### config.mk
export PLATFORM = sky130hd
export DESIGN_NAME = sram_arbiter
export DESIGN_NICKNAME = d
export VERILOG_FILES = /design/src/rtl/sram_arbiter.sv
export SDC_FILE = /design/constraint.sdc
export NUM_CORES = 1
export LEC_CHECK = 0
export CAP_MARGIN = 25
export CORE_AREA = 2 2 115 117
export DETAILED_ROUTE_END_ITERATION = 12
export DIE_AREA = 0 0 117 119
export MAX_ROUTING_LAYER = met4
export PLACE_DENSITY = 0.73
export SYNTH_ARGS = -nofsm -noshare
export SYNTH_HDL_FRONTEND = slang
export SYNTH_SLANG_ARGS = --single-unit
export TNS_END_PERCENT = 1
### constraint.sdc
create_clock -name clk -period 1.8 [get_ports clk]
set_input_delay 0.36 -clock clk [delete_from_list [all_inputs] [get_ports clk]]
set_output_delay 0.36 -clock clk [all_outputs]
set_load 0.02 [all_outputs]
### src/rtl/sram_arbiter.sv
// Two-port arbiter sharing one single-port SRAM with registered read data.
// Define SRAM_ARB_ROUND_ROBIN_EN for round-robin ties; otherwise port 0 has fixed priority.
module sram_arbiter #(
  parameter int unsigned ADDR_W = 32,
  parameter int unsigned DATA_W = 32
) (
  input  logic              clk,
  input  logic              rst,
  input  logic              req0_i,
  input  logic              req1_i,
  input  logic              we0_i,
  input  logic              we1_i,
  input  logic [ADDR_W-1:0] addr0_i,
  input  logic [ADDR_W-1:0] addr1_i,
  input  logic [DATA_W-1:0] wdata0_i,
  input  logic [DATA_W-1:0] wdata1_i,
  output logic              ack0_o,
  output logic              ack1_o,
  output logic [DATA_W-1:0] rdata0_o,
  output logic [DATA_W-1:0] rdata1_o,
  output logic [ADDR_W-1:0] mem_addr_o,
  output logic              mem_write_en_o,
  output logic [DATA_W-1:0] mem_wdata_o,
  input  logic [DATA_W-1:0] mem_rdata_i,
  output logic [1:0]        grant_o
);

`ifdef SRAM_ARB_ROUND_ROBIN_EN
  localparam bit ROUND_ROBIN = 1'b1;
`else
  localparam bit ROUND_ROBIN = 1'b0;
`endif

  typedef enum logic [1:0] {
    S_IDLE   = 2'd0,
    S_ACCESS = 2'd1,
    S_RESP   = 2'd2
  } state_t;

  state_t state;
  logic   last_grant;  // 1 = port 1 owned the previous transaction
  logic   pick1_c;

  // Winner selection; the last-grant pointer only matters on a tie in round-robin builds.
  always_comb begin
    pick1_c = req1_i;
    if (req0_i && req1_i) begin
      pick1_c = ROUND_ROBIN ? ~last_grant : 1'b0;
    end
  end

  always_ff @(posedge clk or negedge rst) begin
    if (!rst) begin
      state          <= S_IDLE;
      grant_o        <= 2'b00;
      mem_addr_o     <= '0;
      mem_wdata_o    <= '0;
      mem_write_en_o <= 1'b0;
      ack0_o         <= 1'b0;
      ack1_o         <= 1'b0;
      last_grant     <= 1'b1;
    end else begin
      case (state)
        S_IDLE: begin
          ack0_o <= 1'b0;
          ack1_o <= 1'b0;
          if (req0_i || req1_i) begin
            grant_o        <= pick1_c ? 2'b10 : 2'b01;
            mem_addr_o     <= pick1_c ? addr1_i  : addr0_i;
            mem_wdata_o    <= pick1_c ? wdata1_i : wdata0_i;
            mem_write_en_o <= pick1_c ? we1_i    : we0_i;
            state          <= S_ACCESS;
          end
        end
        S_ACCESS: begin
          // SRAM samples the access on this edge; data returns during RESP.
          mem_write_en_o <= 1'b0;
          ack0_o         <= grant_o[0];
          ack1_o         <= grant_o[1];
          state          <= S_RESP;
        end
        S_RESP: begin
          ack0_o     <= 1'b0;
          ack1_o     <= 1'b0;
          last_grant <= grant_o[1];
          grant_o    <= 2'b00;
          state      <= S_IDLE;
        end
        default: begin
          mem_write_en_o <= 1'b0;
          ack0_o         <= 1'b0;
          ack1_o         <= 1'b0;
          grant_o        <= 2'b00;
          state          <= S_IDLE;
        end
      endcase
    end
  end

  // SRAM output is already registered, so read data passes straight through during ack.
  assign rdata0_o = ack0_o ? mem_rdata_i : '0;
  assign rdata1_o = ack1_o ? mem_rdata_i : '0;

`ifndef SYNTHESIS
  a_ack_excl: assert property (@(posedge clk) disable iff (!rst) !(ack0_o && ack1_o));
  a_grant_onehot: assert property (@(posedge clk) disable iff (!rst) $onehot0(grant_o));
  a_we_in_access: assert property (@(posedge clk) disable iff (!rst)
                                   mem_write_en_o |-> (state == S_ACCESS));
`endif

endmodule

==> results.toml, run 1 <==
[critical_path]
arrival_ns = 1.38
cp_max_fo = 33
cpPeakStageDelay_ns = 0.39
critPathBufInv = 2
cp_top_family = "buffers and inverters"
startpoint_type = "register"
crit_chain = "buf_12 > and2_1 > dlygate4sd2_1"
worst_setup_path_end_kind = "output port"
crit_type = "register to output port"
cpMaxStageDelayCell = "dfrtp_1"
cp.required_ns = 1.44

[synthesis]
synthArstFlopShare_pct = 100
synth_area_leaders = "dfrtp_1 (50%), and2_1 (22%), a221o_1 (16%), mux2_2 (4.4%), buf_2 (2.0%)"
ys_seq_area_share_pct = 50.1
synth_seq_cells = 71
synth_top_cell_area_share_pct = 50.1
synthFlopType = "dfrtp_1"
yosys-top-cells-count = "and2_1 (123), dfrtp_1 (71), a221o_1 (57), buf_2 (14), mux2_2 (14)"
yosysTopAreaCell = "dfrtp_1"
synth-compound-area-share_pct = 17.2
yosys.area_share.adder_pct = 0
yosys.area_share.xor_xnor_pct = 0
synth.distinct_cells = 18
syn_avg_cell_area_um2 = 11.4
syn_nets = 478
synth_edf_count = 0
synth_top_family_by_area = "simple AND/OR/NAND/NOR gates"
synth.most_common_cell = "and2_1"
synthMuxAreaShare_pct = 4.44
synth-simple-area-share_pct = 23.6
synth_area_um2 = 3550
yosys_warnings = 0
netlist_instances = 312

[timing]
post-route-min-period_ns = 1.74
worst_pin_slew_ns = 0.385
setup_viol = 0
hold_slack_ns = 0.475
report.final.slew_viol_count = 0
post-route-period-util_pct = 96.6
fmax_mhz = 575
fin_worst_skew_ns = 0.00535
rsz0062_at_grt = "no"
relSlewSlack_pct = 74.3
hold_viol = 0

[global_route]
grt_util_met2_pct = 35.4
grt_busiest_layer = "met2"
grt_util_met3_pct = 3.56
grt_util_met1_pct = 19.7
grt_max_degree = 45
antenna_found_initial = 0
grt_pass1_wl_mm = 19.8
grt_pass1_vias = 3840
grt_overflow = 0
grt_usage_pct = 19.2

[power]
p_int_w = 0.00648
p_leak_nw = 3.21
power.total_w = 0.0103
p_per_area_nw_per_um2 = 1460
peakVddDrop_mv = 0.704
swShare_pct = 37.2
power.share.sequential_pct = 27.8
clkPwrFrac_pct = 18.0
net-switching-power_w = 0.00385
pwr-share-comb_pct = 54.2

[route]
routed_via_density = 4.63
drt_iter0_drc = 107
drtAntennaViolNets = 0
route.detailed.drc = 0
wl_per_cell_um = 16.6
wirelength_mm = 13.2
vias = 3678
firstDrtPassIters = 4

[cts]
numCtsBuffers = 9
post-cts-setup-buffers = 0
clk_pin_slew_ns = 0.06
tritoncts = "done"
insertion_delay_ns = 0.33
clkSinkCount = 71
htreeDepth = 3
cts_root_buffer = "clkbuf_16"
cts.path.max_buffers = 2

[placement]
gp_congestion = 0.847
portBuffers = 298
dpl.hpwl_mm = 10.6

[floorplanning]
die_area_um2 = 13900
die_h_um = 119
ios = 299
rows = 42
start_util_pct = 27.6
coreArea_um2 = 12900
dieWidth_um = 117

[final_layout]
nNetsFinal = 779
syn2layout_area_growth_pct = 99.6
antenna_cells = 0
drive_gt1_share_pct = 9.06

[hold_path]
hp-class = "input port to async pin"

[job]
cap_violations = 0

[status]
status = "finished clean"
## worst paths after layout
path,startpoint,to,slack [ns],cells after the start
max,ack0_o$_DFF_PN0_,rdata0_o[12],0.06,3
min,rst,mem_addr_o[1]$_DFFE_PN0P_,0.48,2
max reg2reg,state[0]$_DFFE_PN0P_,mem_wdata_o[21]$_DFFE_PN0P_,0.33,4
min reg2reg,mem_addr_o[25]$_DFFE_PN0P_,mem_addr_o[25]$_DFFE_PN0P_,0.50,1
max in group asynchronous,rst,mem_addr_o[12]$_DFFE_PN0P_,0.75,3
min in group clk,mem_addr_o[25]$_DFFE_PN0P_,mem_addr_o[25]$_DFFE_PN0P_,0.50,1
## power by group through the flow
stage	logic (W)	clock network [W]	registers [W]
detailed placement	0.00580	0	0.00287
floorplan	0.00198	0	0.00372
finish	0.00560	0.00186	0.00287
global placement	0.00571	0	0.00286
global route	0.00597	0.00196	0.00298
CTS	0.00566	0.00190	0.00288
## cell usage in the layout, fill, tap and decap left out, types with 2 or more instances in the layout
cell type	n
a221o_1	57
clkbuf_8	3
clkdlybuf4s50_1	231
dlygate4sd2_1	62
dfrtp_1	71
nor2_1	5
clkinvlp_4	3
buf_4	16
clkbuf_16	9
buf_12	7
mux2_2	14
a21oi_1	2
and2_1	123
inv_1	3
nor2b_1	2
nand2b_1	2
## area by class of cell
class	instances	area, µm²
Inverter	3	11.3
Clock buffer	12	267
Tap cell	176	220
Timing Repair Buffer	317	3130
Sequential cell	71	1780
Fill cell	1126	5800
Clock inverter	4	52.6
Multi-Input combinational cell	211	1630
## worst reg2reg max path, cell delays in order, from the launching register on
cell,delay [ns]
dfrtp_1,0.48
nor2_1,0.21
o21ai_4,0.10
buf_4,0.24
a221o_1,0.33
## sequential cells by signal, indices dropped and copies added, names as in the netlist
name and flops:
ack0_o 1, ack1_o 1, grant_o 2, mem_addr_o 32, mem_wdata_o 32, mem_write_en_o 1, state 2
## routing by layer
metal	wire length, µm	vias up
met5	0	-
met4	312	0
met3	1080	25
met2	7180	188
met1	4590	1749
li1	-	1716
## cells by family (layout without fill, tap and decap cells)
kind of cell	after synthesis	in the layout
and+or+nand+nor	134	134
DFF	71	71
AOI/OAI and AO/OA	63	63
buffers and inverters	30	336
muxes	14	14
## stage by stage
step | TNS [ns] | setup WS, ns | util [%] | instances | instance area (µm²)
2_1_floorplan | 0 | 0.391 | - | 312 | 3550
5_1_grt | 0 | 0.00184 | 55.0 | 794 | 7080
4_1_cts | 0 | 0.0401 | 55.0 | 794 | 7080
6_report | 0 | 0.0607 | 55.0 | 794 | 7080
3_3_place_gp | -11.95 | -0.178 | 53.0 | 777 | 6830
3_5_place_dp | -11.98 | -0.175 | 53.0 | 777 | 6830
## repair_timing
action	CTS	global route
endpoints found under the hold margin	27	0
gates resized for setup	62	0
hold buffers	1	0
setup endpoints to repair	62	0
Note: power is estimated with default switching activity, not from simulation.
==> run 2: changes to the inputs <==
- ABC_AREA: not set -> 1
- CORE_AREA: 2 2 115 117 -> 2 2 117 119
- DIE_AREA: 0 0 117 119 -> 0 0 119 121
- PLACE_DENSITY: 0.73 -> 0.74
==> results.toml, run 2 <==
[synthesis]
yosys-top-cells-count = "nand2_1 (170), nand3_1 (161), dfrtp_1 (71), inv_1 (70), nand3_2 (19)"
yosysTopAreaCell = "dfrtp_1"
synthFlopType = "dfrtp_1"
ys_seq_area_share_pct = 44.6
syn_avg_cell_area_um2 = 7.38
synth_area_um2 = 3990
synth.distinct_cells = 16
netlist_instances = 540
synth_area_leaders = "dfrtp_1 (45%), nand3_1 (20%), nand2_1 (16%), inv_1 (6.6%), nand3_2 (4.8%)"
yosys_warnings = 0
synth_edf_count = 0
synth.most_common_cell = "nand2_1"
synthArstFlopShare_pct = 100
synth_seq_cells = 71
syn_nets = 706
synth_top_cell_area_share_pct = 44.6

[critical_path]
critPathBufInv = 1
cp_top_family = "buffers and inverters"
worst_setup_path_end_kind = "output port"
cp_max_fo = 2
startpoint_type = "register"
crit_chain = "clkdlybuf4s50_1"
crit_type = "register to output port"
cp.required_ns = 1.44
cpMaxStageDelayCell = "clkdlybuf4s50_1"
arrival_ns = 1.38
cpPeakStageDelay_ns = 0.69

[floorplanning]
ios = 299
dieWidth_um = 119
coreArea_um2 = 13100
die_area_um2 = 14400
rows = 42
start_util_pct = 30.5
die_h_um = 121

[route]
route.detailed.drc = 0
wl_per_cell_um = 14.5
wirelength_mm = 14.7
drtAntennaViolNets = 0
routed_via_density = 4.51
vias = 4549
drt_iter0_drc = 305
firstDrtPassIters = 4

[timing]
hold_slack_ns = 0.412
fmax_mhz = 574
report.final.slew_viol_count = 0
worst_pin_slew_ns = 0.549
post-route-period-util_pct = 96.7
rsz0062_at_grt = "yes"
setup_viol = 0
post-route-min-period_ns = 1.74
setup_tns_ns = 0
hold_viol = 0
relSlewSlack_pct = 63.4
fin_worst_skew_ns = 0.00684

[cts]
clkSinkCount = 71
insertion_delay_ns = 0.34
cts.path.max_buffers = 2
tritoncts = "done"
numCtsBuffers = 9
clk_pin_slew_ns = 0.05
post-cts-setup-buffers = 0
htreeDepth = 3
cts_root_buffer = "clkbuf_16"

[global_route]
grt_usage_pct = 21.0
grt_overflow = 0
grt_pass1_wl_mm = 22.9
antenna_found_initial = 0
grt_pass1_vias = 4325
grt_max_degree = 84

[final_layout]
antenna_cells = 0
nFillCells = 1226
finalCoreUtilization_pct = 56.5
nNetsFinal = 994
final_cell_mix = "clkdlybuf4s50_1 (230), nand2_1 (170), nand3_1 (161)"
drive_gt1_share_pct = 7.08
reg.largest.list = "mem_addr_o x32, mem_wdata_o x32"
layout_commonest_cell = "clkdlybuf4s50_1"
syn2layout_area_growth_pct = 85.3

[placement]
dpl.hpwl_mm = 11.2
gp_congestion = 0.808
portBuffers = 298

[job]
cap_violations = 0

[power]
p_per_area_nw_per_um2 = 1390
p_leak_nw = 3.98
peakVddDrop_mv = 0.857

[hold_path]
hp-class = "input port to register"

[status]
status = "finished clean"
==> run 2: power breakdown <==
part	total (W)	switching, W	internal [W]
Combinational	0.00571	0.00323	0.00248
Sequential	0.00276	0.000399	0.00236
Clock	0.00180	0.000691	0.00111
==> run 2: repair_timing <==
action | in CTS | in global routing
gates cloned | 0 | 0
endpoints found under the hold margin | 18 | 0
hold buffers | 1 | 0
resized for setup | 64 | 5
endpoints found under the setup margin | 66 | 15
==> run 2: per-stage QoR <==
step                total power [W]  cell area, µm²  std cells  setup WS [ns]
global route                 0.0109            7390       1009       -0.00722
floorplan                   0.00591            3990        540          0.433
CTS                          0.0104            7370       1009         -0.208
detailed placement          0.00867            7140        992         -0.184
global placement            0.00862            7140        992         -0.179
finish                       0.0103            7390       1009         0.0592
==> run 2: worst reg2reg max path, cell delays in order (launching register included) <==
cell and delay [ns]:
dfrtp_1 0.41, nor2_4 0.19, buf_12 0.35, nand3_1 0.20, nand3_1 0.11
==> run 2: kinds of logic (layout without fill, tap and decap cells) <==
kind of cell	count (synthesis)	after routing	synth area share [%]
flops	71	71	44.6
buf+inv	110	403	12.7
simple gates	359	359	42.7
==> run 2: layout make-up <==
class	count	area, µm²	area share (%)
Sequential cell	71	1780	24.0
Tap cell	176	220	2.98
Clock buffer	11	243	3.29
Timing Repair Buffer	315	3110	42.2
Clock inverter	5	57.6	0.779
Multi-Input combinational cell	359	1700	23.1
Inverter	72	273	3.69
==> run 2: path summary, 6_finish.rpt <==
kind	from	to	cells after the start	slack, ns
worst max-delay path	mem_write_en_o$_DFFE_PN0P_	mem_write_en_o	1	0.06
worst min-delay path	req0_i	grant_o[0]$_DFFE_PN0P_	3	0.41
worst max register to register	state[1]$_DFFE_PN0P_	mem_addr_o[10]$_DFFE_PN0P_	4	0.48
worst min register to register	mem_addr_o[31]$_DFFE_PN0P_	mem_addr_o[31]$_DFFE_PN0P_	2	0.48
max in group asynchronous	rst	mem_addr_o[4]$_DFFE_PN0P_	3	0.77
min in group asynchronous	rst	mem_addr_o[10]$_DFFE_PN0P_	2	0.45
==> run 2: layer usage <==
layer  wire [µm]  up-vias  share of wire, %  track usage, %
met1        5950     2068                41            24.2
met3         797       18               5.4            4.32
met2        7630      172                52            36.7
met4         292        0               2.0            6.77
li1            -     2291                 -               -
met5           0        -                 0               -
